<file path="config.mk">
export PLATFORM = sky130hd
export DESIGN_NAME = struct_unpacker
export DESIGN_NICKNAME = d
export VERILOG_FILES = /design/src/rtl/struct_pkg.sv /design/src/rtl/pair_fifo.sv /design/src/rtl/struct_unpacker.sv
export SDC_FILE = /design/constraint.sdc
export NUM_CORES = 1
export LEC_CHECK = 0
export BUFFER_PORTS_ARGS = -buffer_cell sky130_fd_sc_hd__buf_2
export CAP_MARGIN = 20
export CORE_ASPECT_RATIO = 0.6
export CORE_MARGIN = 2
export CORE_UTILIZATION = 45
export DETAILED_ROUTE_END_ITERATION = 6
export GPL_ROUTABILITY_DRIVEN = 0
export GPL_TIMING_DRIVEN = 0
export PLACE_DENSITY = 0.65
export SLEW_MARGIN = 10
export SYNTH_ARGS = -nofsm -noshare
export SYNTH_HDL_FRONTEND = slang
export SYNTH_HIERARCHICAL = 1
export SYNTH_SLANG_ARGS = --single-unit
</file>
<file path="constraint.sdc">
create_clock -name clk -period 3.87 [get_ports clk]
set_input_delay 0.774 -clock clk [delete_from_list [all_inputs] [get_ports clk]]
set_output_delay 0.774 -clock clk [all_outputs]
set_load 0.005 [all_outputs]
</file>
<file path="src/rtl/struct_pkg.sv">
// Shared definitions for the {last, first} packed pair word and the beat FSM
// that serialises it.
package struct_pkg;

    localparam int FIELD_W   = 2;
    localparam int FIRST_LSB = 0;
    localparam int LAST_LSB  = FIELD_W;

    typedef enum logic [1:0] {
        EMPTY  = 2'd0,
        FIRST  = 2'd1,
        SECOND = 2'd2
    } beat_state_t;

endpackage

</file>
<file path="src/rtl/pair_fifo.sv">
// Synchronous FIFO for packed pair words. The read data is the current head,
// so a pop and the capture of that head happen on the same edge.
module pair_fifo #(
    parameter  int WIDTH = 4,
    parameter  int DEPTH = 4,
    localparam int AW    = $clog2(DEPTH),
    localparam int CW    = AW + 1
) (
    input  logic             clk,
    input  logic             rst_n,
    input  logic             i_push,
    input  logic [WIDTH-1:0] i_wdata,
    input  logic             i_pop,
    output logic [WIDTH-1:0] o_rdata,
    output logic [CW-1:0]    o_count,
    output logic             o_full,
    output logic             o_empty
);

    logic [WIDTH-1:0] r_mem [DEPTH];
    logic [AW-1:0]    r_wptr;
    logic [AW-1:0]    r_rptr;
    logic [CW-1:0]    r_count;
    logic             w_do_push;
    logic             w_do_pop;

    assign o_full    = (r_count == CW'(DEPTH));
    assign o_empty   = (r_count == '0);
    assign w_do_push = i_push && !o_full;
    assign w_do_pop  = i_pop && !o_empty;
    assign o_rdata   = r_mem[r_rptr];
    assign o_count   = r_count;

    // Storage is not reset: an entry is only ever read after it was written.
    always_ff @(posedge clk) begin
        if (w_do_push) begin
            r_mem[r_wptr] <= i_wdata;
        end
    end

    always_ff @(posedge clk or negedge rst_n) begin
        if (!rst_n) begin
            r_wptr  <= '0;
            r_rptr  <= '0;
            r_count <= '0;
        end else begin
            if (w_do_push) begin
                r_wptr <= r_wptr + 1'b1;
            end
            if (w_do_pop) begin
                r_rptr <= r_rptr + 1'b1;
            end
            case ({w_do_push, w_do_pop})
                2'b10:   r_count <= r_count + 1'b1;
                2'b01:   r_count <= r_count - 1'b1;
                default: r_count <= r_count;
            endcase
        end
    end

endmodule

</file>
<file path="src/rtl/struct_unpacker.sv">
// Buffers {last, first} pair words and emits each as two FIELD_W-bit beats,
// first then last (with out_last), on a valid/ready stream.
module struct_unpacker
    import struct_pkg::*;
#(
    parameter  int FIELD_W = struct_pkg::FIELD_W,
    parameter  int DEPTH   = 4,
    localparam int WORD_W  = 2 * FIELD_W,
    localparam int CW      = $clog2(DEPTH) + 1
) (
    input  logic              clk,
    input  logic              rst_n,
    input  logic              in_valid,
    output logic              in_ready,
    input  logic [WORD_W-1:0] in_data,
    output logic              out_valid,
    input  logic              out_ready,
    output logic [FIELD_W-1:0] out_data,
    output logic              out_last,
    output logic [CW-1:0]     count
);

    localparam int LAST_OFF = FIRST_LSB + FIELD_W;

    beat_state_t       r_state;
    beat_state_t       w_state_nxt;
    logic [WORD_W-1:0] r_word;
    logic [WORD_W-1:0] w_head;
    logic              w_push;
    logic              w_pop;
    logic              w_full;
    logic              w_empty;

    // in_ready depends only on occupancy; a same-cycle pop never frees a slot.
    assign in_ready = rst_n && !w_full;
    assign w_push   = in_valid && in_ready;

    pair_fifo #(
        .WIDTH (WORD_W),
        .DEPTH (DEPTH)
    ) u_fifo (
        .clk     (clk),
        .rst_n   (rst_n),
        .i_push  (w_push),
        .i_wdata (in_data),
        .i_pop   (w_pop),
        .o_rdata (w_head),
        .o_count (count),
        .o_full  (w_full),
        .o_empty (w_empty)
    );

    always_ff @(posedge clk or negedge rst_n) begin
        if (!rst_n) begin
            r_state <= EMPTY;
            r_word  <= '0;
        end else begin
            r_state <= w_state_nxt;
            if (w_pop) begin
                r_word <= w_head;
            end
        end
    end

    // Emptiness is the registered occupancy, so a word pushed on the same
    // edge that SECOND completes is picked up one cycle later via EMPTY.
    always_comb begin
        w_state_nxt = r_state;
        w_pop       = 1'b0;
        unique case (r_state)
            EMPTY: begin
                if (!w_empty) begin
                    w_pop       = 1'b1;
                    w_state_nxt = FIRST;
                end
            end
            FIRST: begin
                if (out_ready) begin
                    w_state_nxt = SECOND;
                end
            end
            SECOND: begin
                if (out_ready) begin
                    if (!w_empty) begin
                        w_pop       = 1'b1;
                        w_state_nxt = FIRST;
                    end else begin
                        w_state_nxt = EMPTY;
                    end
                end
            end
            default: w_state_nxt = EMPTY;
        endcase
    end

    always_comb begin
        out_valid = 1'b0;
        out_last  = 1'b0;
        out_data  = '0;
        unique case (r_state)
            FIRST: begin
                out_valid = 1'b1;
                out_data  = r_word[FIRST_LSB +: FIELD_W];
            end
            SECOND: begin
                out_valid = 1'b1;
                out_last  = 1'b1;
                out_data  = r_word[LAST_OFF +: FIELD_W];
            end
            default: begin
                out_valid = 1'b0;
            end
        endcase
    end

endmodule

</file>
# After elaboration in Yosys (flattened, before gate mapping)
# Memories as Yosys holds them, arrays and structs flattened. A register that Yosys moved wholly into a read port is not among the register bits.
# Index checks and enable logic that the tools add are counted.
# totals
register_bits	9
mem_bits_rw	16
input_bits	8
output_inout_bits	8
n_memories	1
# memory_table
name	words	word_bits	rd	rd_clocked_by_memory_dff	wr	line_no	source
u_fifo.r_mem	4	4	1	1	1	pair_fifo.sv:20	logic [WIDTH-1:0] r_mem [DEPTH];
# op_classes
add_sub_neg	4
eq_ne	8
muxes	14
reduce_logical	12
# ops
operator	count
$mux 1	7
$mux 2	3
$ne 2x2->1 const B	3
$pmux 2 s3	1
$pmux 3 s2	1
$add 2x1->2 const B	2
$eq 2x1->1 const B	2
$eq 2x2->1 const B	2
$logic_and 1x1->1	4
$pmux 2 s2	1
$add 3x1->3 const B	1
$eq 3x3->1 const B	1
$logic_not 1->1	3
$logic_not 3->1	1
$reduce_and 3->1	1
$sub 3x1->3 const B	1
$logic_not 2->1	1
$pmux 1 s2	1
$reduce_bool 2->1	1
$reduce_or 2->1	1

# Longest topological paths before layout
# Gate-level depths: netlist of the first run.
# depth
ltp_word	7
depth_mapped	12
ltp_nobuf	12

# By module
# Netlist of the first run, hierarchy kept.
# by_module_without_submodules
mod	n_inst	cells_each	area_each_um2	seq_area_each_um2
pair_fifo	1	59	1009.7	655.6
struct_unpacker	1	35	406.6	150.1

# Worst setup path before layout of the first run
# Ideal clock, no wire load.
# synth_timing
path_kind	reg-to-reg
from	register u_fifo.r_count[0], in the netlist u_fifo/o_count[0]
to	register u_fifo.r_count[2], in the netlist u_fifo/o_count[2]
setup_ns	0.079
arrival_ns	2.283
required_ns	3.791
slack_ns	1.507
path_stages_with_launch	13
n_path_buf	0
synth_period_minus_slack_ns	2.363
path_cell_list	dfrtp_1 or3b_4 inv_1 nor2b_1 and2_1 and2_4 inv_1 ha_1 inv_1 fa_1 xor2_1 nor2_1 xor2_1
# synth_between
elab_chain_len	7
elab_cells_between_ends	17
classes_between	add/sub: 2; eq/ne: 3; mux: 4; reduce/logical: 8
# synth_rtl
element	line_no	source
start, declared	pair_fifo.sv:23	logic [CW-1:0] r_count;
start signal, assigned	pair_fifo.sv:54	2'b10: r_count <= r_count + 1'b1;
start signal, assigned	pair_fifo.sv:55	2'b01: r_count <= r_count - 1'b1;
start signal, assigned	pair_fifo.sv:56	default: r_count <= r_count;
$eq 3x3->1 (*)	pair_fifo.sv:27	assign o_full = (r_count == CW'(DEPTH));
via w_full	struct_unpacker.sv:31	logic w_full;
$logic_not 1->1 (*)	struct_unpacker.sv:35	assign in_ready = rst_n && !w_full;
$logic_and 1x1->1 (*)	struct_unpacker.sv:35	
via in_ready	struct_unpacker.sv:14	output logic in_ready,
$logic_and 1x1->1 (*)	struct_unpacker.sv:36	assign w_push = in_valid && in_ready;
via w_push	struct_unpacker.sv:29	logic w_push;
$logic_and 1x1->1 (*)	pair_fifo.sv:29	assign w_do_push = i_push && !o_full;
$eq 2x1->1 / $eq 2x2->1 (equally long branches)	pair_fifo.sv:53	case ({w_do_push, w_do_pop})
$pmux 3 s2 / $reduce_bool 2->1 (equally long branches)	-	
# Mark *: on every way through the listed nets, which the timed path passes. The rest lies on a longest branch.
# A chain may end at the register's enable or synchronous reset.

# Worst setup path after layout of the first run
# layout_timing
from	register r_state[0]
to	register u_fifo.r_count[2], in the netlist u_fifo/o_count[2]
# layout_between
elab_chain_len	5
elab_cells_between_ends	8
classes_between	eq/ne: 3; mux: 2; reduce/logical: 3
# layout_rtl
element	line_no	source
start, declared	struct_unpacker.sv:25	beat_state_t r_state;
start signal, assigned	struct_unpacker.sv:58	r_state <= w_state_nxt;
$eq 2x2->1 / $logic_not 2->1 (equally long branches)	struct_unpacker.sv:70	unique case (r_state)
$pmux 1 s2 (*)	struct_unpacker.sv:70	
via w_pop	struct_unpacker.sv:30	logic w_pop;
$logic_and 1x1->1 (*)	pair_fifo.sv:30	assign w_do_pop = i_pop && !o_empty;
via u_fifo.w_do_pop	pair_fifo.sv:25	logic w_do_pop;
$eq 2x1->1 / $eq 2x2->1 (equally long branches)	pair_fifo.sv:53	
$pmux 3 s2 / $reduce_bool 2->1 (equally long branches)	-	
# Marks and branches as above.

==> results of run 1 <==
-- cell usage in the layout, fill, tap and decap left out, drive strengths merged, types with 2 or more instances in the layout --
master and instances:
buf 16, edfxtp 16, dfrtp 13, ha 12, inv 9, mux2 6
clkbuf 6, nor2b 4, mux4 4, and3 4, nor2 3, xnor2 3
xor2 3, a22oi 2, nand2 2, mux2i 2, clkinv 2, nor3 2
and2 2
-- logic make-up after synthesis --
group	Yosys count	share of synthesized area (%)
AO/OA/AOI/OAI	6	3.27
flip-flops	29	56.9
XOR/XNOR	6	3.71
buffers and inverters	10	2.74
multiplexers	12	12.8
AND/OR/NAND/NOR	18	8.57
adder cells (fa/ha/maj)	13	12.0
-- through the flow --
step	instance area, um2	utilization [%]	hold slack [ns]
floorplan	1420	-	0.478
global placement	1540	52.7	0.495
detailed placement	1540	52.7	0.498
CTS	1630	55.6	0.390
global route	1630	55.6	0.393
finish	1630	55.6	0.381
-- worst max-delay path, delay by kind of cell (launching register included) --
family / cells / cell delay [ns]
adders and majority gates: 3 / 0.82
DFF: 1 / 0.41
and+or+nand+nor: 2 / 0.41
AOI/OAI and AO/OA: 2 / 0.33
xor gates and xnor gates: 2 / 0.31
buffers and inverters: 2 / 0.21
-- power by group --
group	internal [W]	total, W	switching, W	leakage [nW]
clock	0.000124	0.000234	0.000110	0.0450
combinational	0.000283	0.000540	0.000258	0.358
sequential	0.000422	0.000495	0.0000733	0.299
total	0.000829	0.00127	0.000441	0.701
-- per-layer routing --
layer	vias up	part of all wire (%)
met2	25	42
met3	4	8.6
met4	0	1.8
li1	374	-
met1	373	48
met5	-	0
-- area by class of cell --
class	instances	area, um2
Multi-Input combinational cell	55	572
Inverter	9	33.8
Buffer	1	5.00
Clock buffer	6	72.6
Sequential cell	29	806
Timing Repair Buffer	15	75.1
Tap cell	42	52.6
Clock inverter	2	10.0
Fill cell	259	1300
-- flip-flops by register name, summed over array words and instances (netlist names) --
signal,flops
r_word,4
u_fifo/r_wptr,2
r_state,2
u_fifo/o_count,3
u_fifo/r_mem,16
u_fifo/r_rptr,2
-- worst paths after layout --
check / from / endpoint / slack [ns] / depth (start not counted)
min in group clk: r_word[1] / r_word[1] / 0.51 / 1
max in group asynchronous: rst_n / u_fifo/r_wptr[0] / 3.25 / 1
max reg2reg: r_state[0] / u_fifo/o_count[2] / 1.30 / 11
min reg2reg: r_word[1] / r_word[1] / 0.51 / 1
max: r_state[0] / u_fifo/o_count[2] / 1.30 / 11
min: rst_n / r_word[1] / 0.38 / 1
==> results_dict.tcl, run 1 <==
set metrics [dict create \
    place_ws_ns 1.16 \
    synth_top_area_share_pct 33.9 \
    row_count 15 \
    dieArea_um2 3630 \
    clkLatencyLatePin_ns 0.28 \
    synth_seq_cells 29 \
    cp-end-kind "flip-flop" \
    busiest_layer "met2" \
    core_area_um2 2930 \
    slowest_delay_ns 0.41 \
    hpwl_mm 1.62 \
    synth_area_leaders "edfxtp_1, dfrtp_1, ha_1" \
    rsz0062_at_grt "no" \
    grt-ovfl-total 0 \
    slew_headroom_pct 57.5 \
    grtUsageMet1_pct 19.2 \
    hold_class "in2async" \
    nets 137 \
    clk_path_buf_depth 2 \
    clkSinkCount 29 \
    antenna_found_initial 0 \
    vias 776 \
    diodes 0 \
    worstSetupPathType "reg2reg" \
    layout_setup_ws_ns 1.30 \
    syn_inst 94 \
    yosysMostFrequentCell "edfxtp_1" \
    met2_usage_pct 20.4 \
    worst-path-max-fanout 5 \
    via_per_inst 4.88 \
    crit_required_ns 4.07 \
    worstPathCellList "inv_1, ha_1, a21oi_2, nor3_4, o31a_2, ha_1, inv_1, fa_1, xor2_1, nor2_1, xor2_1" \
    use_met3_pct 6.60 \
    drc_errors 0 \
    io_buffers 15 \
    ioPinCount 16 \
    slew_viol_final 0 \
    grt_pass1_vias 762 \
    clock.fmax_ghz 0.389 \
    hold_viol_final 0 \
    tns_ns 0 \
    die_h_um 47.5 \
    leakagePower_nw 0.701 \
    drv_cap 0 \
    post_drt_wl_per_cell_um 13.7 \
    synth_cell_types 26 \
    fin_crit_ns 2.57 \
    drive_above_1_share_pct 35.9 \
    cts_tree "built" \
    first_pass_iters 4 \
    dp_cells 151 \
    period_share_pct 66.5 \
    synth_fp_nets 115 \
    root_buffer "clkbuf_8" \
    p_per_area_nw_per_um2 781 \
    yosysTopAreaCell "edfxtp_1" \
    worstPathArrival_ns 2.77 \
    setup_viol 0 \
    synth_edf_count 16 \
    grt_first_pass_wirelength_mm 3.66 \
    ys.flop_type "edfxtp_1" \
    synthArstFlopShare_pct 44.8 \
    wirelength_mm 2.18 \
    cts_buffers 5 \
    grt_use_total_pct 14.5 \
    syn_area_um2 1420 \
    fin_cells 159 \
    path_clk_slew_ns 0.06 \
    ant_nets 0 \
    yosysSeqAreaShare_pct 56.9 \
    area_growth_pct 14.8 \
    tightest_slew_ns 0.633 \
    p_total_w 0.00127 \
    die_width_um 76.4 \
    status "completed" \
    yosys_warnings 6 \
    cp-start-kind "flip-flop" \
    cts-hold-fix-buffers 0 \
    ctsResizeCount 0 \
    htree_levels 2 \
    cts_setup_buffers 0 \
    drt_iter0_markers 63 \
    finalClockSkew_ns 0.00391 \
    crit_slowest_cell "dfrtp_1" \
    synthTopCellsByCount "edfxtp_1, dfrtp_1, ha_1" \
    initial_core_util_pct 48.4 \
    grt_max_degree 15 \
    vdd_drop_max_mv 0.395 \
    avgSynthCellArea_um2 15.1 \
]
No activity file was read; power rests on OpenSTA's default activity.
==> run 2: changes to the inputs <==
--- a/config.mk
+++ b/config.mk
@@ -5,6 +5,7 @@
 export SDC_FILE = /design/constraint.sdc
 export NUM_CORES = 1
 export LEC_CHECK = 0
+export ABC_AREA = 1
 export BUFFER_PORTS_ARGS = -buffer_cell sky130_fd_sc_hd__buf_2
 export CAP_MARGIN = 20
 export CORE_ASPECT_RATIO = 0.6
==> constraint.sdc (replaced) <==
create_clock -name clk -period 2.47 [get_ports clk]
set_input_delay 0.494 -clock clk [delete_from_list [all_inputs] [get_ports clk]]
set_output_delay 0.494 -clock clk [all_outputs]
set_load 0.005 [all_outputs]
==> results_dict.tcl, run 2 <==
set metrics [dict create \
    detailed_place.area_um2 1690 \
    root_buffer "clkbuf_8" \
    ctsResizeCount 0 \
    yosys_warnings 6 \
    largest_register_ffs 16 \
    clock_power_share_pct 25.1 \
    vdd_drop_max_mv 0.662 \
    rsz0062_at_grt "yes" \
    path_clk_slew_ns 0.07 \
    crit_required_ns 2.64 \
    antenna_found_initial 0 \
    hold_class "in2async" \
    core_area_um2 3280 \
    synth_fp_nets 190 \
    dieArea_um2 3970 \
    leakagePower_nw 0.940 \
    grt_max_degree 15 \
    clock.fmax_ghz 0.430 \
    drt_iter0_markers 46 \
    grt-ovfl-total 0 \
    ant_nets 0 \
    worst-path-max-fanout 5 \
    worstSetupPathType "reg2reg" \
    grt_use_total_pct 16.9 \
    htree_levels 2 \
    final_cell_area_um2 1840 \
    nets 212 \
    power.share.sequential_pct 32.6 \
    yosysSeqAreaShare_pct 51.6 \
    p_sw_share_pct 39.0 \
    slew_viol_final 0 \
    slowest_delay_ns 0.45 \
    synth_seq_cells 29 \
    crit_cells 15 \
    tightest_slew_ns 0.435 \
    reg2reg_slack_ns 0.15 \
    cts_setup_buffers 0 \
    cts-hold-fix-buffers 0 \
    cp-end-kind "flip-flop" \
    layout_setup_ws_ns 0.147 \
    row_count 16 \
    p_per_area_nw_per_um2 1280 \
    cts_tree "built" \
    synthTopCellsByCount "nand2_1, inv_1, edfxtp_1" \
    grt_first_pass_wirelength_mm 5.04 \
    cp-start-kind "flip-flop" \
    syn_inst 169 \
    top_register "u_fifo/r_mem" \
    die_h_um 49.6 \
    first_pass_iters 4 \
    path_buf_inv 4 \
    ys.flop_type "edfxtp_1" \
    die_width_um 80.1 \
    cts_buffers 5 \
    crit_slowest_cell "dfrtp_2" \
    ioPinCount 16 \
    fillCellCount 302 \
    synth_cell_types 22 \
    tns_ns 0 \
    io_buffers 15 \
    power_frac_comb_pct 42.3 \
    via_per_inst 4.67 \
    syn_area_um2 1560 \
    status "completed" \
    synth_edf_count 16 \
    r2r.worst_path.cells 15 \
    cp_common_cell "nand2_1" \
    final_common_cell "nand2_1" \
    hold_viol_final 0 \
    post_drt_wl_per_cell_um 11.8 \
    clkSinkCount 29 \
    drive_above_1_share_pct 19.8 \
    clk_path_buf_depth 2 \
    synthArstFlopShare_pct 44.8 \
    clkLatencyLatePin_ns 0.29 \
    area_growth_pct 17.6 \
    fin_crit_ns 2.32 \
    initial_core_util_pct 47.6 \
    grt_pass1_vias 1087 \
    final_cell_mix "nand2_1, inv_1, edfxtp_1" \
    power.internal_w 0.00143 \
    vias 1106 \
    critPathTopFamily "adder cells" \
    worstPathCellList "inv_2, ha_1, nor2_2, nor2_4, nand2_4, inv_1, nand2_1, inv_1, ha_1, inv_1, fa_1, nand2_1, nand3_1, nand2_1, nand2_1" \
    period_share_pct 94.0 \
    diodes 0 \
    p_switching_w 0.000916 \
    slew_headroom_pct 70.9 \
    place_ws_ns -0.0767 \
    hpwl_mm 2.17 \
    drc_errors 0 \
    setup_viol 0 \
    synth_top_area_share_pct 30.8 \
    finalClockSkew_ns 0.00941 \
    avgSynthCellArea_um2 9.24 \
    yosysMostFrequentCell "nand2_1" \
    worstPathArrival_ns 2.50 \
    post-route-util_pct 55.9 \
    synth_area_leaders "edfxtp_1, dfrtp_1, nand2_1" \
    wirelength_mm 2.80 \
    yosysTopAreaCell "edfxtp_1" \
    drv_cap 0 \
]
run 2: changes by cell type in the layout (fill, tap and decap cells not counted), sizes merged, moves of 6 or more:
cell    before  now
inv          9   35
mux2         6    0
nand2        2   54
nand3        0   12
nor2         3   10
o211ai       0    8
run 2: metrics by stage:
stage / hold WS, ns / total power [W] / instances
3_5_place_dp: 0.410 / 0.00176 / 229
5_1_grt: 0.113 / 0.00257 / 237
4_1_cts: 0.0951 / 0.00237 / 237
6_report: 0.0874 / 0.00235 / 237
2_1_floorplan: 0.198 / 0.00150 / 169
3_3_place_gp: 0.407 / 0.00171 / 229
run 2: cell families after synthesis:
| group | after synthesis | share of synthesized area, % |
|---|---|---|
| simple gates | 78 | 22.5 |
| compound gates | 12 | 5.29 |
| flops | 29 | 51.6 |
| buf+inv | 36 | 9.13 |
| xor+xnor | 1 | 0.561 |
| fa+ha+maj | 13 | 10.9 |
run 2: area by class of cell:
cell class                 instances  area (um2)  share of cell area [%]
inverter                          35         131                    7.15
multi-input combinational        104         621                    33.8
clock buffer                       5        68.8                    3.75
buffer                             1        11.3                   0.613
sequential                        29         808                    44.0
tap                               45        56.3                    3.07
timing repair buffer              15        75.1                    4.09
clock inverter                     3        65.1                    3.54
run 2: power by group through the flow:
| stage | combinational, W | sequential, W | clock (W) |
|---|---|---|---|
| final | 0.000995 | 0.000766 | 0.000588 |
| after floorplan | 0.000751 | 0.000744 | 0 |
| after CTS | 0.00100 | 0.000759 | 0.000606 |
| after detailed placement | 0.000996 | 0.000768 | 0 |
| after global placement | 0.000949 | 0.000761 | 0 |
| after global routing | 0.00116 | 0.000787 | 0.000625 |
run 2: path summary, 6_finish.rpt:
check,start,end
setup / recovery,r_state[0],u_fifo/o_count[2]
hold / removal,rst_n,r_word[2]
setup reg to reg,r_state[0],u_fifo/o_count[2]
hold reg to reg,r_word[0],r_word[0]
max in group asynchronous,rst_n,r_state[1]
min in group clk,in_data[3],u_fifo/r_mem[3][3]
run 2: metal layers:
metal | track usage (%) | wire length [um] | up-vias | part of all wire (%)
met2 | 25.3 | 1220 | 21 | 44
met1 | 23.3 | 1420 | 507 | 51
met4 | 4.24 | 21 | 0 | 0.75
met3 | 6.04 | 133 | 3 | 4.8
li1 | - | - | 575 | -
met5 | 0 | 0 | - | 0
run 2: worst reg2reg max path, stage by stage, from the launching register on:
cell and delay (ns):
dfrtp_2 0.45, inv_2 0.11, ha_1 0.21, nor2_2 0.07
nor2_4 0.15, nand2_4 0.08, inv_1 0.11, nand2_1 0.09
inv_1 0.06, ha_1 0.15, inv_1 0.06, fa_1 0.38
nand2_1 0.11, nand3_1 0.08, nand2_1 0.06, nand2_1 0.04
==> run 3: changes to the inputs <==
--- a/config.mk
+++ b/config.mk
@@ -8,13 +8,15 @@
 export ABC_AREA = 1
 export BUFFER_PORTS_ARGS = -buffer_cell sky130_fd_sc_hd__buf_2
 export CAP_MARGIN = 20
+export CELL_PAD_IN_SITES_DETAIL_PLACEMENT = 1
+export CELL_PAD_IN_SITES_GLOBAL_PLACEMENT = 2
 export CORE_ASPECT_RATIO = 0.6
 export CORE_MARGIN = 2
-export CORE_UTILIZATION = 45
+export CORE_UTILIZATION = 36
 export DETAILED_ROUTE_END_ITERATION = 6
 export GPL_ROUTABILITY_DRIVEN = 0
 export GPL_TIMING_DRIVEN = 0
-export PLACE_DENSITY = 0.65
+export PLACE_DENSITY = 0.79
 export SLEW_MARGIN = 10
 export SYNTH_ARGS = -nofsm -noshare
 export SYNTH_HDL_FRONTEND = slang
==> results_dict.tcl, run 3 (synthesized netlist as in run 2, its figures left out) <==
set metrics [dict create \
    status "completed" \
    core_area_um2 4140 \
    post_drt_wl_per_cell_um 13.9 \
    grt_max_degree 15 \
    path_buf_inv 4 \
    wirelength_mm 3.59 \
    cts_tree "built" \
    register_area_um2 808 \
    crit_required_ns 2.65 \
    fillCellCount 493 \
    drc_errors 0 \
    clkSinkCount 29 \
    cp-end-kind "flip-flop" \
    antenna_found_initial 0 \
    htree_levels 2 \
    grt-ovfl-total 0 \
    root_buffer "clkbuf_8" \
    initial_core_util_pct 37.7 \
    crit_slowest_cell "dfrtp_2" \
    clk_path_buf_depth 2 \
    via_per_inst 4.60 \
    cp_common_cell "nand2_1" \
    dieArea_um2 4900 \
    multi_input_area_um2 641 \
    p_total_w 0.00248 \
    hold_class "in2async" \
    layout_setup_ws_ns 0.129 \
    slew_headroom_pct 74.6 \
    slowest_delay_ns 0.45 \
    hold_viol_final 0 \
    r2r.worst_path.cells 15 \
    die_h_um 55.0 \
    fin_cells 259 \
    grt_use_total_pct 17.0 \
    worstPathCellList "inv_4, ha_2, nor2_2, nor2_4, nand2_4, inv_1, nand2_1, inv_1, ha_1, inv_1, fa_1, nand2_1, nand3_1, nand2_1, nand2_1" \
    first_pass_iters 4 \
    die_width_um 89.0 \
    dp_cells 244 \
    diodes 0 \
    vias 1192 \
    top_register "u_fifo/r_mem" \
    ioPinCount 16 \
    fin_crit_ns 2.34 \
    wl_met2_mm 1.57 \
    final_common_cell "nand2_1" \
    crit_cells 15 \
    nets 219 \
    grt_pass1_vias 1189 \
    drt_iter0_markers 44 \
    clock.fmax_ghz 0.427 \
    cp-start-kind "flip-flop" \
    ant_nets 0 \
    slew_viol_final 0 \
    cts-hold-fix-buffers 0 \
    largest_register_ffs 16 \
    setup_viol 0 \
    path_clk_slew_ns 0.07 \
    reg2reg_slack_ns 0.13 \
    worst-path-max-fanout 5 \
    p_per_area_nw_per_um2 1290 \
    met1Wirelength_mm 1.86 \
    tightest_slew_ns 0.379 \
    area_growth_pct 22.9 \
    row_count 18 \
    clkLatencyLatePin_ns 0.29 \
    cts_buffers 5 \
    drive_above_1_share_pct 23.6 \
    whs_ns 0.0901 \
    worstSetupPathType "reg2reg" \
    io_buffers 15 \
    grt_first_pass_wirelength_mm 5.82 \
    drv_cap 0 \
    place_ws_ns -0.0458 \
    critPathTopFamily "adder cells" \
    top_layer_used "met4" \
    worstPathArrival_ns 2.52 \
    finalClockSkew_ns 0.00587 \
    period_share_pct 94.8 \
    wl_met3_um 128 \
    leakagePower_nw 0.965 \
    vdd_drop_max_mv 0.399 \
    hpwl_mm 2.77 \
    final_cell_mix "nand2_1, inv_1, edfxtp_1" \
]
==> run 3: cell count changes in the layout (fill, tap and decap cells not counted), moves of 2 or more <==
cell / before / now
buf_4: 0 / 7
inv_4: 0 / 2
ha_1: 11 / 9
inv_2: 3 / 1
==> run 3: timing repair <==
action	in CTS	in global routing
setup endpoints to repair	0	2
buffers inserted	0	7
resized for setup	0	12
==> run 3: metal layers <==
| metal | up-vias | GRT usage (%) |
|---|---|---|
| li1 | 587 | - |
| met1 | 583 | 22.9 |
| met2 | 18 | 25.6 |
| met3 | 4 | 7.12 |
| met4 | 0 | 4.48 |
| met5 | - | 0 |
==> run 3: worst paths after layout <==
kind,start,endpoint
setup / recovery,r_state[1],u_fifo/o_count[2]
hold / removal,rst_n,u_fifo/r_wptr[1]
setup reg to reg,r_state[1],u_fifo/o_count[2]
hold reg to reg,r_word[2],r_word[2]
max in group asynchronous,rst_n,r_state[0]
min in group clk,in_data[0],u_fifo/r_mem[2][0]
==> run 3: power breakdown <==
part | leakage, nW | internal, W | switching [W]
Combinational | 0.605 | 0.000473 | 0.000702
Sequential | 0.303 | 0.000656 | 0.000119
Clock | 0.0574 | 0.000328 | 0.000199
==> run 3: cell type report <==
cell class,count,area share (%)
Tap cell,60,3.91
Timing Repair Buffer,22,6.65
Clock buffer,6,4.30
Sequential cell,29,42.1
Buffer,1,0.587
Inverter,35,7.11
Clock inverter,2,1.96
Multi-Input combinational cell,104,33.4
==> run 3: per-stage QoR <==
stage                     setup TNS, ns  area [um2]  utilization, %
after global placement                0        1710            41.3
after global routing            -0.0110        1920            46.3
final                                 0        1920            46.3
after detailed placement        -0.0612        1710            41.3
after floorplan                       0        1560               -
after CTS                             0        1830            44.2
